<file path="src/rtl/shift_right_32.sv">
// Registered 32-bit logical/arithmetic right shifter: a five-stage logarithmic
// barrel network (1, 2, 4, 8, 16) feeding one output register.
module shift_right_32 #(
    parameter int WIDTH = 32
) (
    input  logic                     clk,
    input  logic                     rst_n,
    input  logic                     in_valid,
    input  logic [WIDTH-1:0]         inp,
    input  logic [$clog2(WIDTH)-1:0] shamt,
    input  logic                     mode,
    output logic [WIDTH-1:0]         res,
    output logic                     out_valid
);

    localparam int SHAMT_W = $clog2(WIDTH);

    logic             fill;
    logic [WIDTH-1:0] stage [0:SHAMT_W];

    // SRA replicates the sign bit; SRL and non-negative operands fill with zero.
    assign fill     = mode & inp[WIDTH-1];
    assign stage[0] = inp;

    generate
        for (genvar gi = 0; gi < SHAMT_W; gi++) begin : g_stage
            localparam int SH = 1 << gi;
            assign stage[gi+1] = shamt[gi] ? {{SH{fill}}, stage[gi][WIDTH-1:SH]}
                                           : stage[gi];
        end
    endgenerate

    always_ff @(posedge clk or negedge rst_n) begin
        if (!rst_n) begin
            res       <= '0;
            out_valid <= 1'b0;
        end else begin
            out_valid <= in_valid;
            if (in_valid) begin
                res <= stage[SHAMT_W];
            end
        end
    end

endmodule

</file>
<file path="config.mk">
export PLATFORM = sky130hd
export DESIGN_NAME = shift_right_32
export DESIGN_NICKNAME = d
export VERILOG_FILES = /design/src/rtl/shift_right_32.sv
export SDC_FILE = /design/constraint.sdc
export NUM_CORES = 1
export LEC_CHECK = 0
export CAP_MARGIN = 20
export CORE_ASPECT_RATIO = 1.75
export CORE_MARGIN = 5
export CORE_UTILIZATION = 52
export CTS_BUF_LIST = sky130_fd_sc_hd__clkbuf_8
export DETAILED_ROUTE_END_ITERATION = 10
export GPL_TIMING_DRIVEN = 0
export PLACE_DENSITY_LB_ADDON = 0.1
export SLEW_MARGIN = 20
export SYNTH_ARGS = -nofsm -noshare
export SYNTH_HDL_FRONTEND = slang
export SYNTH_SLANG_ARGS = --single-unit
</file>
<file path="constraint.sdc">
create_clock -name clk -period 0.9 [get_ports clk]
set_input_delay 0.18 -clock clk [delete_from_list [all_inputs] [get_ports clk]]
set_output_delay 0.18 -clock clk [all_outputs]
set_load 0.01 [all_outputs]
</file>
== After elaboration in Yosys (flattened, before gate mapping) ==
Index checks and enable logic that the tools add are counted.

* Muxes and demuxes: 5
* Bitwise operators: 1

{| class="wikitable"
|+ Operator list
! operator !! number
|-
| 32-bit 2-to-1 mux || 5
|-
| 1-bit bitwise AND || 1
|}

* Bits in registers: 33
* Input bits: 41
* Output and inout bits: 33

== Logic depth before layout (Yosys ltp) ==
* Word-level depth: 6
* Depth in mapped cells: 8

== Worst setup path after synthesis ==
OpenSTA, ideal clock, no wires.

* Path type: input port to flip-flop
* From: input shamt[0]
* To: register res[25]
* Data arrival time: 1,626 ps
* Data required time: 780 ps
* Path slack: -845 ps
* Cell stages on the path: 6
* Path through: buf_6 -> mux2_4 -> and2_4 -> or2_4 -> a2111o_1 -> a31o_1

* Word-level cells in the longest chain between the ends: 5

{| class="wikitable"
|+ RTL lines
! element !! line !! source
|-
| start, declared || 10 || <nowiki>input logic [$clog2(WIDTH)-1:0] shamt,</nowiki>
|-
| 32-bit 2-to-1 mux (5 in a row) || 28 || <nowiki>assign stage[gi+1] = shamt[gi] ? {{SH{fill}}, stage[gi][WIDTH-1:SH]}</nowiki>
|-
| end signal, assigned || 40 || <nowiki>res <= stage[SHAMT_W];</nowiki>
|-
| end, declared || 12 || <nowiki>output logic [WIDTH-1:0] res,</nowiki>
|}

Every way passes these cells.
A chain may end at the register's enable or synchronous reset.

== Worst setup path in the final report ==
* From: input shamt[0]
* To: register res[7]

Same word-level chain as after synthesis.

==> results.ini <==
[yosys]
synthFlopType=dfrtp_1
ys_types=57
syn_nets=387
async_reset_ff_share_pct=100
synth_edf_count=0
netlist_area_sq_um=3140
yosys.area.top_type=dfrtp_1
synthCells=346
synthTopCellsByArea=dfrtp_1 26%, mux4_2 17%, nand2_1 6.6%
yosysTopAreaCellShare_pct=26.3
ys_seq_area_share_pct=26.3
yosys_warnings=0
synth.most_common_cell=nand2_1
syn_avg_cell_area_sq_um=9.08
synth_common_cells=55 x nand2_1, 33 x dfrtp_1, 30 x nor2_1
ys_seq_elements=33

[clock_network]
cts_tree=done
path_clk_slew_ns=0.07
cts_sinks=33
clock_latency_ns=0.30
cts-root-buf=clkbuf_8
htree_levels=2
clockBufferDepth=2
numCtsBuffers=5

[routing]
m1WireLength_microns=4750
first_pass_iters=5
dr.max_layer_used=met4
drt-total-wl_microns=14600
wl_per_cell_microns=26.4
vias=3870
wl_met3_microns=1220
route.detailed.drc=0
ant_nets=0
met2WireLength_microns=7260
via_per_inst=7.01
drtIter0Drc=428

[sta]
skew_ns=0
min_period_over_period_pct=169
fmax_mhz=659
setup_viol=65
timing_hold_violations_final=33
hold_ws_ns=-0.0531
fin_ws_ns=-0.617
drv_slew=0
rsz0062_at_grt=true
min_period_ns=1.52
relSlewSlack_pct=49.4
worst-slew-pin-transition_ns=0.759

[critical_path]
crit_required_ns=1.09
slowest_delay_ns=0.56
crit-reg2reg-launch=res[9]
startpoint_type=primary input
cpLargestDelayFamily=multiplexers
rr_worst_depth=2
timing.rr.end=res[9]
crit_top_cell=mux2i_1
reg2reg_setup_slack_ns=-0.06
path_max_fanout=10
endpoint_kind=flip-flop
cp.arrival_ns=1.71
cp.buffers_inverters=3
crit_type=primary input to flip-flop
crit_chain=buf_16, buf_12, buf_8, mux2i_1, mux2i_1, mux4_2, nand2_1, a21oi_1
cpMaxStageDelayCell=mux4_2

[power]
power_density_nw_per_um2=1170
p_leak_nw=2.16
vdd_drop_max_v=0.000691
power_mw=5.91

[place]
dp_hpwl_microns=9380
globalplace.congestion=0.993
numPortBuffers=72

[final_layout]
nets=514
fillers=291
multi_input_area_sq_um=2680
n_antenna_cell=0
area_growth_syn_to_layout_pct=60.7
seqCellArea_sq_um=826
drive_above_1_share_pct=55.7

[min_path]
hp-class=primary input to asynchronous set/reset pin

[floorplanning]
initial_core_util_pct=53.4
io_pins=74
core_sq_um=5880
die_w_microns=68.8
die_area_sq_um=7760
die_h_microns=113
rows=37

[global_routing]
grt_overflow=0
grt_max_degree=34
antenna_found_initial=0
grt_use_total_pct=37.1
grt_pass1_wl_microns=21000
grt_pass1_vias=3924

[status]
violations=hold timing, setup timing
status=complete, but fails checks

[run]
cap_violations=0

==> cells in the final DEF (no fill, tap or decap), types with 5 or more instances in the layout <==
cell type | Yosys | final
a21oi_1 | 18 | 10
a21oi_2 | 0 | 6
a31oi_1 | 9 | 8
buf_2 | 5 | 39
buf_4 | 1 | 39
buf_6 | 2 | 22
clkbuf_2 | 0 | 9
clkbuf_4 | 0 | 7
clkbuf_8 | 0 | 10
dfrtp_1 | 33 | 33
dlygate4sd2_1 | 0 | 10
inv_1 | 10 | 11
mux2_4 | 3 | 6
mux2i_1 | 16 | 9
mux2i_4 | 0 | 6
mux4_2 | 24 | 26
nand2_1 | 55 | 37
nand2_2 | 0 | 13
nand2_4 | 0 | 5
nand3_1 | 11 | 8
nor2_1 | 30 | 22
nor2_4 | 0 | 5
o211ai_1 | 9 | 9
o21ai_1 | 3 | 6
o21ai_2 | 0 | 6
==> report_power, final <==
part	switching, mW	internal, mW	total, mW	leakage (nW)
Clock	0.592	0.525	1.12	0.0491
Combinational	1.57	1.44	3.01	1.71
Sequential	0.114	1.67	1.78	0.401
Total	2.27	3.64	5.91	2.16
==> how the worst max path moves through the flow <==
stage | from | cells after the start | slack, ns | endpoint
global placement | shamt[2] | 8 | -1.58 | res[0]
detailed placement | shamt[2] | 8 | -1.57 | res[0]
finish | shamt[0] | 8 | -0.62 | res[7]
CTS | shamt[0] | 7 | -0.53 | res[4]
floorplan | shamt[0] | 7 | -0.81 | res[25]
global route | shamt[0] | 7 | -0.65 | res[0]
==> repair_timing <==
action,CTS,global route
buffers inserted,30,14
endpoints found under the setup margin,65,65
cloned,4,0
pin swaps,35,35
gates resized for setup,384,72
endpoints found under the hold margin,33,0
==> layout make-up <==
type	count	share of cell area (%)
Inverter	12	0.992
Multi-Input combinational cell	271	53.1
Tap cell	78	1.93
Sequential cell	33	16.4
Clock buffer	5	1.36
Clock inverter	3	0.273
Timing Repair Buffer	120	19.2
Buffer	30	6.79
==> through the flow <==
stage	setup TNS (ns)	cells	area, sq um	utilization [%]	worst slack, ns
after floorplan	-18.91	346	3190	-	-0.810
final	-18.09	552	5050	85.8	-0.617
after global routing	-19.61	552	5050	85.8	-0.648
after CTS	-16.66	538	4710	80.1	-0.527
after detailed placement	-49.17	496	4000	68.0	-1.57
after global placement	-78.94	496	4010	68.1	-1.58
==> kinds of logic (layout without fill, tap and decap cells) <==
kind of cell | Yosys count | after routing | synth area share, %
compound gates | 102 | 102 | 23.0
simple gates | 116 | 116 | 16.0
buf+inv | 42 | 170 | 6.33
flops | 33 | 33 | 26.3
mux | 53 | 53 | 28.4
==> layer usage <==
metal / up-vias / global-route usage, %
met3: 104 / 6.06
met5: - / 0
met4: 0 / 29.2
met1: 1833 / 38.3
met2: 350 / 63.1
li1: 1583 / -
==> state kept, by name (all words and copies together), names as in the netlist <==
name and flops:
out_valid 1, res 32
Note: power is estimated with default switching activity, not from simulation.
